--- src/rtl/switch_input_ctrl.sv ---
// Switch input peripheral: two-flop synchroniser, per-bit counter debounce, sticky
// rise/fall flags and a level interrupt, exposed as a four-register bus window.
module switch_input_ctrl #(
    parameter int unsigned WIDTH           = 4,
    parameter int unsigned DEBOUNCE_CYCLES = 100000,
    parameter int unsigned CNT_WIDTH       = 17
) (
    input  logic             clk,
    input  logic             reset,
    input  logic [WIDTH-1:0] switch,
    input  logic             bus_valid,
    input  logic             bus_we,
    input  logic [3:0]       bus_addr,
    input  logic [31:0]      bus_wdata,
    output logic             bus_ready,
    output logic [31:0]      bus_rdata,
    output logic             irq
);

    typedef enum logic [1:0] {
        RegState = 2'd0,
        RegRise  = 2'd1,
        RegFall  = 2'd2,
        RegIrqEn = 2'd3
    } reg_sel_e;

    localparam logic [CNT_WIDTH-1:0] CntLast = CNT_WIDTH'(DEBOUNCE_CYCLES - 1);
    localparam logic [CNT_WIDTH-1:0] CntOne  = CNT_WIDTH'(1);

    logic [WIDTH-1:0]     sync1_q, sync2_q;
    logic [WIDTH-1:0]     stable_q, stable_d;
    logic [CNT_WIDTH-1:0] cnt_q [WIDTH];
    logic [CNT_WIDTH-1:0] cnt_d [WIDTH];
    logic [WIDTH-1:0]     rise_q, rise_d;
    logic [WIDTH-1:0]     fall_q, fall_d;
    logic [WIDTH-1:0]     irq_en_q, irq_en_d;
    logic                 bus_ready_q, bus_ready_d;
    logic [31:0]          bus_rdata_q, bus_rdata_d;
    logic                 irq_q, irq_d;

    logic                 accept;
    logic                 wr;
    reg_sel_e             reg_sel;
    logic [WIDTH-1:0]     wmask;
    logic [WIDTH-1:0]     rise_set, fall_set;
    logic [31:0]          rd_val;
    logic                 unused_bits;

    // Byte-lane bits of the address and write-data bits above WIDTH carry no meaning.
    assign unused_bits = ^{bus_addr[1:0], bus_wdata};

    always_comb begin
        stable_d = stable_q;
        for (int i = 0; i < WIDTH; i++) begin
            cnt_d[i] = cnt_q[i];
            if (sync2_q[i] == stable_q[i]) begin
                cnt_d[i] = '0;
            end else if (cnt_q[i] == CntLast) begin
                stable_d[i] = sync2_q[i];
                cnt_d[i]    = '0;
            end else begin
                cnt_d[i] = cnt_q[i] + CntOne;
            end
        end
    end

    always_comb begin
        accept   = bus_valid & ~bus_ready_q;
        wr       = accept & bus_we;
        reg_sel  = reg_sel_e'(bus_addr[3:2]);
        wmask    = bus_wdata[WIDTH-1:0];
        rise_set = ~stable_q & stable_d;
        fall_set = stable_q & ~stable_d;

        rd_val = '0;
        unique case (reg_sel)
            RegState: rd_val = 32'(stable_q);
            RegRise:  rd_val = 32'(rise_q);
            RegFall:  rd_val = 32'(fall_q);
            RegIrqEn: rd_val = 32'(irq_en_q);
        endcase

        // A new edge in the same cycle as a W1C of that bit keeps the flag set.
        rise_d = rise_q;
        fall_d = fall_q;
        irq_en_d = irq_en_q;
        if (wr && reg_sel == RegRise)  rise_d   = rise_q & ~wmask;
        if (wr && reg_sel == RegFall)  fall_d   = fall_q & ~wmask;
        if (wr && reg_sel == RegIrqEn) irq_en_d = wmask;
        rise_d = rise_d | rise_set;
        fall_d = fall_d | fall_set;

        bus_ready_d = accept;
        bus_rdata_d = accept ? rd_val : bus_rdata_q;
        irq_d       = |((rise_q | fall_q) & irq_en_q);
    end

    always_ff @(posedge clk) begin
        if (!reset) begin
            sync1_q     <= '0;
            sync2_q     <= '0;
            stable_q    <= '0;
            for (int i = 0; i < WIDTH; i++) begin
                cnt_q[i] <= '0;
            end
            rise_q      <= '0;
            fall_q      <= '0;
            irq_en_q    <= '0;
            bus_ready_q <= 1'b0;
            bus_rdata_q <= '0;
            irq_q       <= 1'b0;
        end else begin
            sync1_q     <= switch;
            sync2_q     <= sync1_q;
            stable_q    <= stable_d;
            cnt_q       <= cnt_d;
            rise_q      <= rise_d;
            fall_q      <= fall_d;
            irq_en_q    <= irq_en_d;
            bus_ready_q <= bus_ready_d;
            bus_rdata_q <= bus_rdata_d;
            irq_q       <= irq_d;
        end
    end

    assign bus_ready = bus_ready_q;
    assign bus_rdata = bus_rdata_q;
    assign irq       = irq_q;

endmodule

--- config.mk ---
export PLATFORM = sky130hd
export DESIGN_NAME = switch_input_ctrl
export DESIGN_NICKNAME = d
export VERILOG_FILES = /design/src/rtl/switch_input_ctrl.sv
export SDC_FILE = /design/constraint.sdc
export NUM_CORES = 1
export LEC_CHECK = 0
export BUFFER_PORTS_ARGS = -buffer_cell sky130_fd_sc_hd__clkbuf_2
export CAP_MARGIN = 20
export CORE_MARGIN = 1.5
export CORE_UTILIZATION = 34
export DETAILED_ROUTE_END_ITERATION = 10
export PLACE_DENSITY = 0.6
export SLEW_MARGIN = 20
export SYNTH_ARGS = -nofsm -noshare
export SYNTH_HDL_FRONTEND = slang
export SYNTH_SLANG_ARGS = --single-unit
--- constraint.sdc ---
create_clock -name clk -period 2.6 [get_ports clk]
set_input_delay 0.52 -clock clk [delete_from_list [all_inputs] [get_ports clk]]
set_output_delay 0.52 -clock clk [all_outputs]
set_load 0.05 [all_outputs]
Word-level counts from Yosys, hierarchy flattened
Cells that the tools add are included.
- multiplexer cells: 11
- reduce and logical (&&, ||, !) cells: 9
- multipliers: 0
- $add $sub $neg: 4
- bitwise logic cells: 15
- $lt $le $gt $ge: 0
- equal/unequal tests: 11
- divide/modulo/power cells: 0
- shift-type cells: 0
- operators with widths (kind ; count):
    $pmux W32 S4 ; 1
    $add A17 B1 Y17 const B ; 4
    $eq A17 B17 Y1 const B ; 4
    $and A4 B4 Y4 ; 5
    $not A4 Y4 ; 3
    $or A4 B4 Y4 ; 3
    $reduce_or A3 Y1 ; 4
    $mux W1 ; 8
    $mux W4 ; 2
    $eq A1 B1 Y1 ; 4
    $eq A2 B2 Y1 const B ; 2
    $reduce_or A4 Y1 ; 1
    $logic_and A1 B1 Y1 ; 3
    $and A1 B1 Y1 ; 2
    $eq A2 B1 Y1 const B ; 1
    $logic_not A2 Y1 ; 1
    $not A1 Y1 ; 2
- bits in registers: 126
- memories kept: 0
- memory bits (writable): 0
- memory bits (read-only): 0
- input bits: 44
- latch bits: 0

Depth between registers and ports, before layout
Gate-level depths: netlist (run 1).
- word-level depth: 6
- gate-level depth with buffers: 7

Least setup slack after synthesis (run 1)
OpenSTA, ideal clock, no wires.
- path type: flip-flop to flip-flop
- start: reg cnt_q[34] in the netlist's numbering
- end: reg cnt_q[35] in the netlist's numbering
- cell stages (with the launch flop): 6
- setup slack: 0.928 ns
- arrival time: 1.556 ns
- required time: 2.485 ns
- buffers on the path: 0
- clock period less this slack: 1.672 ns
- cells stage by stage: dfxtp_1 ha_1 and4_4 nand4_4 or3_4 and3_1
- word-level cells in the longest chain between the ends: 2
- elaborated cells between the ends (all ways): 3
- those cells by class: 1 x add/sub; 1 x eq/ne; 1 x reduce/logical
- RTL lines (what ; line ; source):
    start: declaration ; 32 ; logic [CNT_WIDTH-1:0] cnt_q [WIDTH];
    start signal: assignment ; 116 ; cnt_q <= cnt_d;
    branches (longest 2 deep; another with $add A17 B1 Y17) ; -- ;
Parallel ways; which one is timed is not known.
A chain may end at the register's enable or synchronous reset.

Worst setup path in the final report (run 1)
- start: reg cnt_q[51] in the netlist's numbering
- end: reg cnt_q[64] in the netlist's numbering
The elaborated chain is that of the path after synthesis.

==> results of run 1 <==
[sequential cells by signal, summed over array words and instances (netlist names)]
register   flops
fall_q         4
sync2_q        4
irq_en_q       4
stable_q       4
rise_q         4
bus_ready      1
cnt_q         68
sync1_q        4
bus_rdata      4
irq            1
[cell usage after synthesis, types with 2 or more instances]
cell	number
sky130_fd_sc_hd__and4b_1	2
sky130_fd_sc_hd__nor2b_1	3
sky130_fd_sc_hd__or3_4	2
sky130_fd_sc_hd__nor2_1	71
sky130_fd_sc_hd__xnor2_1	19
sky130_fd_sc_hd__inv_1	7
sky130_fd_sc_hd__nor3b_1	4
sky130_fd_sc_hd__a21oi_1	10
sky130_fd_sc_hd__nand3_2	2
sky130_fd_sc_hd__buf_2	5
sky130_fd_sc_hd__nor4b_1	4
sky130_fd_sc_hd__nor3_1	6
sky130_fd_sc_hd__ha_1	4
sky130_fd_sc_hd__and3_1	9
sky130_fd_sc_hd__o2bb2ai_1	2
sky130_fd_sc_hd__clkbuf_1	9
sky130_fd_sc_hd__or4_1	5
sky130_fd_sc_hd__buf_4	32
sky130_fd_sc_hd__o21a_1	6
sky130_fd_sc_hd__o31ai_1	5
sky130_fd_sc_hd__nor4bb_1	3
sky130_fd_sc_hd__dfxtp_1	98
sky130_fd_sc_hd__a21boi_0	7
sky130_fd_sc_hd__and2_1	12
sky130_fd_sc_hd__xor2_1	34
sky130_fd_sc_hd__nand2_1	19
sky130_fd_sc_hd__and4_1	7
sky130_fd_sc_hd__nand4_1	25
sky130_fd_sc_hd__nand3b_1	2
sky130_fd_sc_hd__mux2i_1	12
sky130_fd_sc_hd__nor4_1	7
sky130_fd_sc_hd__mux4_2	4
sky130_fd_sc_hd__nand3_1	30
sky130_fd_sc_hd__o21ai_0	10
sky130_fd_sc_hd__or3_1	6
[area by class of cell]
cell class              instances  area share
clock buffers                  10      0.0472
clock inverters                 5      0.0203
inverters                       7     0.00519
multi-input cells             372       0.474
flip-flops and latches         98       0.388
well taps                     176      0.0435
repair buffers                 21      0.0218
[critical path: stages (launching register included)]
cell and delay, ns:
sky130_fd_sc_hd__dfxtp_1 0.40, sky130_fd_sc_hd__ha_1 0.26, sky130_fd_sc_hd__and4_1 0.28, sky130_fd_sc_hd__nand4_1 0.24
sky130_fd_sc_hd__nand3_1 0.58, sky130_fd_sc_hd__nor2_1 0.12
[power by group]
part           switching, mW  internal, mW  total, mW
sequential           0.00672          1.51       1.52
clock                  0.555         0.959       1.51
combinational          0.130        0.0252      0.155
[how the worst max path moves through the flow]
stage	end	slack (ns)	cells past startpoint	start
6_report	cnt_q[64]	0.58	5	cnt_q[51]
5_1_grt	cnt_q[64]	0.37	5	cnt_q[51]
4_1_cts	cnt_q[64]	0.56	5	cnt_q[51]
3_5_place_dp	cnt_q[64]	0.58	5	cnt_q[51]
3_3_place_gp	cnt_q[60]	0.64	5	cnt_q[51]
2_1_floorplan	cnt_q[35]	0.93	5	cnt_q[34]
[cell families (layout without fill, tap and decap cells)]
group,after synthesis,count (layout)
AND/OR/NAND/NOR,227,227
flip-flops,98,98
buffers and inverters,55,43
XOR/XNOR,53,53
AO/OA/AOI/OAI,44,44
multiplexers,16,16
adder cells (fa/ha/maj),4,4
other,1,28
[routing by layer]
| layer | vias up | global-route usage | wire (um) |
|---|---|---|---|
| met2 | 56 | 0.211 | 4080 |
| met5 | - | 0 | 0 |
| met4 | 0 | 0.0409 | 80 |
| met1 | 1609 | 0.160 | 4100 |
| li1 | 1717 | - | - |
| met3 | 5 | 0.0340 | 386 |
==> run summary, run 1 <==
The synthesized design spends more area on one cell type than any other, namely sky130_fd_sc_hd__dfxtp_1. For the number of instances in the synthesized netlist, the log shows 498. The post-synthesis to final-layout area growth was 9.95%. 0 antenna diodes ended up in the layout. For this design, the sink count on the clock tree is 98. The synthesized-area fraction occupied by ao, oa, aoi and oai cells was 0.0661. The tools report the launch instance of the worst min-delay path as switch[1]. The run gives 689 as the post-layout instance count excluding filler cells. In the final timing run, aggregate negative setup slack is 0 ns. After detailed routing, the total wire length is 8640 um. In the routed layout, each cell is associated on average with a via count of 4.92. The tools report the count of endpoints failing hold in the final timing report as 0. VDD sags by at most 0.000338 V. The critical register-to-register path endpoint was cnt_q[64].

The logs give 0.382 for the core utilization of the finished layout and 557 for the number of nets in the final layout. Post-synth design cell area: 4600 um2. The first global-routing pass estimated 14700 um of wire.

The share of final-layout standard cells stronger than drive strength 1 is 0.0994, and the global router's overall resource usage is 0.127. The number of antenna violations at the first check in global routing was 0; the total setup violations reported at the end of the flow was 0. The run gives 50 as the count of cell types in the netlist.

After detailed routing, the average wire length per cell comes to 12.5 um. After floorplanning, the core was sized to cover 13200 um2. The routed design could run at a clock period as short as 2.02 ns. Setup slack closes at 0.582 ns.

Placed cell area: 4720 um2. The part of the cycle the worst path needs was 0.776. The average instance in the mapped netlist occupies 9.24 um2.

In this run the number of H-tree levels came out at 3. Clock tree synthesis inserted a total of 9 buffers. The later pin in the worst-skew pair is clocked with a latency of 0.34 ns.

Once detail routing completed, the nets flagged for antenna violations numbered 0. Along the worst hold path, the cell count comes to 2. The run finished with clean final reports. Number of warnings printed during yosys synthesis: 0. Leakage power summed over all cells: 1.78 nW. The highest fanout seen on the critical path was 17. Measured in cells, the most critical reg-to-reg path has a length of 5. In the synthesized netlist the dominant register cell turns out to be sky130_fd_sc_hd__dfxtp_1. The tools report the post-place setup slack as 0.584 ns. After global routing the overflow that remains totals 0.

Starting density of the core: 0.347. The detailed-router iteration count before antenna repair came out at 4. The footprint of the flip-flops and latches is 1960 um2, and the number of max-slew violations in the final report is 0. The die covers 14200 um2. Critical path startpoint category: a flip-flop.

After synthesis the netlist holds a flip-flop and latch count of 98. Yosys attributes the largest share of cell area to sky130_fd_sc_hd__dfxtp_1 (43%), sky130_fd_sc_hd__xor2_1 (6.5%), sky130_fd_sc_hd__nor2_1 (5.8%). Across the run, the number of max-cap violations was 0. The tree is rooted in a sky130_fd_sc_hd__clkbuf_16.

Detailed placement ended at an HPWL of 6010 um. The startpoint identified for the worst register-to-register timing path is cnt_q[51]. At the worst endpoint, the required time is 2.80 ns.

The run gives 42 as the number of core rows. The number of input and output port buffers inserted is 19. The area share of the largest cell type after synthesis is 0.426. Number of vias in the routed layout: 3387. Yosys mapped a number of flops with a built-in enable equal to 0. Setup repair after global routing left no endpoint under its margin.

Once layout is done, the placed cells without fillers occupy 5060 um2. The post-layout total power is 3.19 mW, and the maximum number of pins on one net before global-route repair is 20. The achievable frequency was 495 MHz; the areal power density over the cells was 630 nW/um2.

The clock passes through at most 2 buffers. The multiplexer fraction of the synthesized cell area was 0.0457. The share of synthesized cell area in and, or, nand and nor gates works out to 0.275. The worst reg-to-reg setup slack is 0.58 ns. The arithmetic-cell share of the synthesized area counting full adders, half adders and majority gates was 0.0109. The top-level I/O count was 78; the clock skew was 0.00474 ns.

In this run, placement finished with an instance count of 674. The sequential fraction of the synthesis area was 0.426; the die outline width was 119 um. In this run the post-CTS setup repair buffer count came out at 0. In the layout the commonest cells are sky130_fd_sc_hd__dfxtp_1 (98), sky130_fd_sc_hd__nor2_1 (71), sky130_fd_sc_hd__xor2_1 (34). For this design, the CTS-stage hold fixing added 0 buffers. Routability-driven placement finished with a final weighted congestion of 0.787.

The startpoint-to-endpoint class of the critical path is flip-flop to flip-flop. The tightest min-delay check is of the primary input to flip-flop type. The run gives 0.499 as the remaining max-slew budget at the tightest pin. The footprint of the multi-input gates was 2400 um2. Most frequent standard cell in the layout excluding fill and tap cells: sky130_fd_sc_hd__dfxtp_1. The layout has 1354 filler cells. The first routing iteration left 217 violations. TritonCTS built the clock tree. In this run the vertical extent of the chip is 119 um. Across all hold checks on the routed design, the worst slack comes to 0.391 ns. For this run, design rule violations remaining after detail routing come to 0. The slew at the pin closest to its max-slew limit came out at 0.749 ns. Main combinational cell family by area after synthesis: simple AND/OR/NAND/NOR gates. The run gives 3213 as the via count of the first global-routing pass. STA puts the critical path data arrival time at 2.22 ns. STA classifies the critical path endpoint as a flip-flop. The clock-pin slew on the worst setup and hold paths came out at 0.07 ns. The fraction of synthesized cell area in xor and xnor cells is 0.101. The proportion of register bits with asynchronous set or reset after synthesis came out at 0. The capture endpoint of the worst hold path is sync1_q[1].

Number of instances resized during post-cts repair: 0.
(Power assumes the default switching activity.)
==> run 2, diff against run 1 <==
clock period = 1.95 ns   (was 2.6 ns; I/O delays follow)
==> run 2 against run 1 <==
Effect of this change:
- combinational power grew 39%
- count of clock-buffer cells in the layout unchanged
- via count rose by 0.59%
- hold slack worse by 0.14 ns
- register-to-register slack worse by 0.44 ns
- die area did not move
- non-clock buffer count up 9
- clock skew grew 0.00070 ns
- critical path depth stayed put
- global-route usage about the same
- largest power group unchanged
- total power grew 30%
==> run summary, run 2 (synthesized netlist as in run 1, its figures left out) <==
The library cells used most frequently in the layout, excluding fill and tap cells, are sky130_fd_sc_hd__dfxtp_1 (98), sky130_fd_sc_hd__nor2_1 (71), sky130_fd_sc_hd__xor2_1 (34). The share of final-layout standard cells stronger than drive strength 1 was 0.117 (+0.0172). The tools report the number of instances resized during post-cts repair as 0 (unchanged).

For the number of DRC violations after detailed-routing iteration 0, the log shows 209 (-3.7%). The logs give 0 (unchanged) for the number of antenna-violating nets in the routed design and 683 (+1.3%) for the number of placed instances, taps included. Number of input and output port buffers inserted: 19 (unchanged). For the fraction of power consumed by sequential logic, the log shows 0.488 (+0.012). The worst-skew pair later-pin latency was 0.34 ns (about the same); the clock-pin slew on the worst setup and hold paths was 0.06 ns (about the same).

For the global router's overall resource usage, the log shows 0.127 (-0.000192). The count of endpoints failing hold in the final timing report came out at 0 (unchanged). The number of cells on the worst hold path came out at 2 (unchanged).

For the endpoint arrival time on the critical path, the log shows 2.05 ns (-0.17 ns). The logs give 1357 (+0.22%) for the number of inserted filler cells in the final layout and 0.460 (-0.015) for the part of the total power dissipated in the clock network. Number of diodes added for antenna fixing: 0 (unchanged). The flip-flop count of the largest register after layout works out to 68 (unchanged).

The logs give 14600 um (-0.66%) for the wire length of the first global-routing pass and 0 (unchanged) for the number of max-slew violations in the final report. The top-level I/O count is 78 (unchanged), and the number of antenna violations at the first check in global routing is 0 (unchanged). The final total negative setup slack is 0 ns (unchanged).

The starting density of the core was 0.347 (unchanged). The number of clock buffers inserted by TritonCTS was 9 (unchanged); the highest fanout seen on the critical path was 5 (-12). Compared with the post-synthesis result, the final layout area differs by 11.2%. The min-delay analysis places its worst path in the category primary input to flip-flop.

The y dimension of the die was 119 um (unchanged); the maximum number of pins on one net before global-route repair was 22 (+10%). The sink count of the clock tree is 98 (unchanged). Number of nets in the final layout: 566 (+1.6%). The critical path is of the flip-flop to flip-flop type.

The core utilization of the finished layout was 0.386 (+0.00435). The tools report the clock skew as 0.00544 ns (+0.000696 ns). The area of the core is 13200 um2 (unchanged), and the leakage power summed over all cells is 1.83 nW (+2.7%).

The run gives 699 (+1.5%) as the post-layout instance count excluding filler cells. The post-detailed-route wirelength per cell is 12.2 um (-2.6%). The final critical delay including setup and external delays is 1.81 ns (-0.208 ns). Setup repair after global routing left no endpoint under its margin.

The worst reg-to-reg setup slack was 0.14 ns (-0.44 ns). The tools report the total wire length as 8540 um (-1.2%). The most frequent standard cell in the layout excluding fill and tap cells was sky130_fd_sc_hd__dfxtp_1. The part of the cycle the worst path needs works out to 0.929 (+0.152).

For the half-perimeter wire length after placement, the log shows 6100 um (+1.5%). For the total net switching power, the log shows 0.936 mW (+35%). The per-cell via count in the routed design works out to 4.87 (-0.85%). The worst IR drop on VDD is 0.000428 V (+27%), and the number of max-capacitance violations reported is 0 (unchanged).

The tools report the placer congestion estimate as 0.815 (+3.6%). The placed cell area is 4800 um2 (+1.7%), and the post-layout instance area is 5120 um2 (+1.1%). The H-tree level count was 3 (unchanged); the number of vias in the routed layout was 3407 (+0.59%). The tools report the count of unresolved DRC violations after routing as 0 (unchanged).

For the total setup violations reported at the end of the flow, the log shows 0 (unchanged). In this run the clock root is driven by a sky130_fd_sc_hd__clkbuf_16. The achievable frequency is 552 MHz (+11%), and the peak per-stage delay on the critical path is 0.44 ns (-0.14 ns). Counting flops per register, the top entry is cnt_q. Share of power burned in combinational logic: 0.052 (+0.003). The sum of overflow across all layers after global routing is 0 (unchanged). The switching fraction of total power was 0.226 (+0.00897). The run gives 3238 (+0.78%) as the via count of the first global-routing pass.

TritonCTS built the clock tree. Critical path startpoint category: a flip-flop. Total internal power: 3.20 mW (+28%). The run finished with clean final reports.

Among all stages on the critical path, the largest delay is contributed by sky130_fd_sc_hd__or3_4. The data required time at the worst endpoint came out at 2.19 ns (-0.61 ns). The detailed-router iteration count before antenna repair was 4 (unchanged).

The kind of capture point of the worst setup path was a flip-flop. The die outline width is 119 um (unchanged). The tools report the number of buffers between clock root and the deepest sink as 2 (unchanged).

The buffers inserted during post-CTS setup optimization is 0 (unchanged). The area of the die is 14200 um2 (unchanged), and the worst reg2reg path depth is 5 (unchanged). The areal power density over the cells came out at 809 nW/um2 (+28%). Number of core rows: 42 (unchanged). Traced cell by cell, the critical path runs through ha_1, and4_4, nand4_4, or3_4, and3_1. The run gives 0 (unchanged) as the count of hold buffers inserted by post-cts repair.
-- run 2: changes by cell type in the layout (fill, tap and decap cells not counted) --
cell,before,now
sky130_fd_sc_hd__clkinvlp_4,1,0
sky130_fd_sc_hd__bufinv_16,3,2
sky130_fd_sc_hd__clkinv_2,1,4
sky130_fd_sc_hd__buf_4,2,10
sky130_fd_sc_hd__buf_12,0,1
-- run 2: path summary, 6_finish.rpt --
check / from / to
setup / recovery: cnt_q[34] / cnt_q[35]
hold reg to reg: sync1_q[1] / sync2_q[1]
hold / removal: switch[3] / sync1_q[3]
setup reg to reg: cnt_q[34] / cnt_q[35]
-- run 2: per-stage QoR --
| stage | hold WS (ns) | worst slack (ns) | power [mW] |
|---|---|---|---|
| floorplan | 0.412 | 0.278 | 2.29 |
| global placement | 0.418 | 0.184 | 2.28 |
| detailed placement | 0.418 | 0.176 | 2.28 |
| CTS | 0.237 | 0.141 | 4.20 |
| global route | 0.258 | 0.0529 | 4.29 |
| finish | 0.251 | 0.139 | 4.14 |
-- run 2: area by class of cell --
type / instances / area, um2 / share of cell area
inverters: 7 / 26.3 / 0.00514
repair buffers: 30 / 190 / 0.0372
multi-input cells: 372 / 2400 / 0.469
clock buffers: 10 / 239 / 0.0467
clock inverters: 6 / 80.1 / 0.0157
flip-flops and latches: 98 / 1960 / 0.383
well taps: 176 / 220 / 0.0430
-- run 2: metal layers --
layer / track usage / vias to the layer above / part of all wire
met5: 0 / - / 0
met4: 0.0454 / 0 / 0.014
met3: 0.0412 / 11 / 0.047
met2: 0.208 / 77 / 0.47
met1: 0.156 / 1583 / 0.47
li1: - / 1736 / -
-- run 2: worst max-delay path, delay by kind of cell, from the launching register on --
kind                     cells  cell delay, ns
adder cells (fa/ha/maj)      1            0.26
flip-flops                   1            0.40
AND/OR/NAND/NOR              4            1.05
-- run 2: power groups by stage --
stage / clock, mW / combinational [mW] / sequential [mW]
after global placement: 0 / 0.215 / 2.07
after detailed placement: 0 / 0.216 / 2.07
after global routing: 2.03 / 0.229 / 2.02
after CTS: 1.96 / 0.217 / 2.02
final: 1.90 / 0.215 / 2.02
after floorplan: 0 / 0.216 / 2.07
==> run 3, diff against run 2 <==
MAX_ROUTING_LAYER = met4   (was not set)
==> run 3 against run 2 <==
Effect of this change:
- clock power hardly changed
- largest power group unchanged
- fmax is 0.11% higher
- critical endpoint unchanged
- highest routed layer unchanged
- final area stayed put
- via count is 0.62% lower
==> run summary, run 3 (synthesized netlist as in run 1, its figures left out) <==
For the maximum number of pins on one net before global-route repair, the log shows 22 (unchanged). For the number of antenna violations at the first check in global routing, the log shows 0 (unchanged). The H-tree level count was 3 (unchanged); the via count of the first global-routing pass was 3238 (unchanged).

The half-perimeter wire length after placement was 6100 um (unchanged). The tools report the number of max-capacitance violations reported as 0 (unchanged). The run gives 0 ns (unchanged) as the final total negative setup slack. The critical path startpoint category was a flip-flop. The flip-flop count of the largest register after layout works out to 68 (unchanged). The number of max-slew violations in the final report was 0 (unchanged). The run gives 14200 um2 (unchanged) as the area of the die. The number of input and output port buffers inserted is 19 (unchanged), and the number of nets in the final layout is 566 (unchanged). For the count of unresolved DRC violations after routing, the log shows 0 (unchanged).

Data required time at the worst endpoint: 2.19 ns (about the same). Setup repair after global routing left no endpoint under its margin. The post-detailed-route wirelength per cell was 12.2 um (+0.22%). Count of hold buffers inserted by post-cts repair: 0 (unchanged).

The run gives 0 (unchanged) as the total setup violations reported at the end of the flow. The library cell used most frequently in the layout, excluding fill and tap cells, is sky130_fd_sc_hd__dfxtp_1. The number of clock buffers inserted by TritonCTS is 9 (unchanged).

The highest fanout seen on the critical path came out at 5 (unchanged). The die outline width is 119 um (unchanged). The tools report the count of endpoints failing hold in the final timing report as 0 (unchanged). Grouping stages by cell kind, the critical path spends the most delay in simple AND/OR/NAND/NOR gates. In the layout the commonest cells are sky130_fd_sc_hd__dfxtp_1 (98), sky130_fd_sc_hd__nor2_1 (71), sky130_fd_sc_hd__xor2_1 (34). The run finished with clean final reports.

The most flop-heavy register is cnt_q. The largest individual stage delay along the critical path comes from the cell sky130_fd_sc_hd__or3_4. The worst setup path is of the flip-flop to flip-flop kind.

The kind of capture point of the worst setup path was a flip-flop. The clock-pin slew on the worst setup and hold paths came out at 0.06 ns (about the same). The min-delay analysis places its worst path in the category primary input to flip-flop.

The run gives 0.827 (+1.5%) as the placer congestion estimate. The achievable frequency was 553 MHz (+0.11%). The areal power density over the cells was 809 nW/um2 (about the same); the number of instances resized during post-cts repair was 0 (unchanged). The number of core rows was 42 (unchanged). The y dimension of the die was 119 um (unchanged). The tree is rooted in a sky130_fd_sc_hd__clkbuf_16. The run gives 0.347 (unchanged) as the starting density of the core. The final critical delay including setup and external delays is 1.81 ns (-0.00197 ns). The share of final-layout standard cells stronger than drive strength 1 is 0.117 (unchanged).

Total wire length: 8560 um (+0.22%). The post-synthesis to final-layout area growth was 11.2% (unchanged); the clock skew was 0.00526 ns (-0.000184 ns). For the worst-skew pair later-pin latency, the log shows 0.34 ns (about the same). The worst IR drop on VDD came out at 0.000422 V (-1.4%). The wire length of the first global-routing pass was 14600 um (unchanged). The signal on the critical path passes through ha_1, and4_4, nand4_4, or3_4, and3_1.

The global router's overall resource usage came out at 0.130 (+0.00340). The number of diodes added for antenna fixing is 0 (unchanged), and the core utilization of the finished layout is 0.386 (unchanged). The area of the core came out at 13200 um2 (unchanged). Part of the cycle the worst path needs: 0.928 (-0.00101). The per-cell via count in the routed design works out to 4.84 (-0.62%). The leakage power summed over all cells is 1.83 nW (unchanged). The number of buffer and inverter stages on the critical path works out to 0 (unchanged).

TritonCTS built the clock tree. Endpoint arrival time on the critical path: 2.05 ns (about the same). The tools report the number of buffers between clock root and the deepest sink as 2 (unchanged).

The number of DRC violations after detailed-routing iteration 0 is 216 (+3.3%), and the number of vias in the routed layout is 3386 (-0.62%). For the detailed-router iteration count before antenna repair, the log shows 4 (unchanged). The buffers inserted during post-CTS setup optimization is 0 (unchanged), and the top-level I/O count is 78 (unchanged). The sum of overflow across all layers after global routing is 0 (unchanged), and the number of antenna-violating nets in the routed design is 0 (unchanged).

The peak per-stage delay on the critical path was 0.44 ns (about the same). The run gives 98 (unchanged) as the sink count of the clock tree.
==> run 3: cell counts in the layout (fill, tap and decap cells not counted) <==
Identical to the previous run, type by type.
==> run 3: layer usage <==
layer / routed length (um) / global-route usage
met5: 0 / -
met4: 78 / 0.0499
met3: 346 / 0.0369
met2: 4050 / 0.207
met1: 4090 / 0.157
==> run 3: metrics by stage <==
step / instances / power (mW) / hold WS [ns] / setup WS [ns] / instance area, um2
finish: 699 / 4.14 / 0.253 / 0.141 / 5120
global placement: 683 / 2.28 / 0.418 / 0.184 / 4800
global route: 699 / 4.28 / 0.260 / 0.0485 / 5120
CTS: 699 / 4.20 / 0.237 / 0.141 / 5120
detailed placement: 683 / 2.28 / 0.418 / 0.176 / 4800
floorplan: 525 / 2.29 / 0.412 / 0.278 / 4700
==> run 3: area by class of cell <==
class | instances | area, um2
Fill cell | 1357 | 8130
Inverter | 7 | 26.3
Clock inverter | 6 | 80.1
Sequential cell | 98 | 1960
Timing Repair Buffer | 30 | 190
Tap cell | 176 | 220
Clock buffer | 10 | 239
Multi-Input combinational cell | 372 | 2400
==> run 3: path summary, 6_finish.rpt <==
path,startpoint,end,slack (ns),cells after the start
max,cnt_q[34],cnt_q[35],0.14,5
min,switch[3],sync1_q[3],0.25,2
max reg2reg,cnt_q[34],cnt_q[35],0.14,5
min reg2reg,sync1_q[1],sync2_q[1],0.43,1
==> run 3: where the power goes <==
group          internal, mW  switching (mW)
Sequential             2.01         0.00799
Combinational        0.0397           0.176
Clock                  1.15           0.751
Total                  3.20           0.935
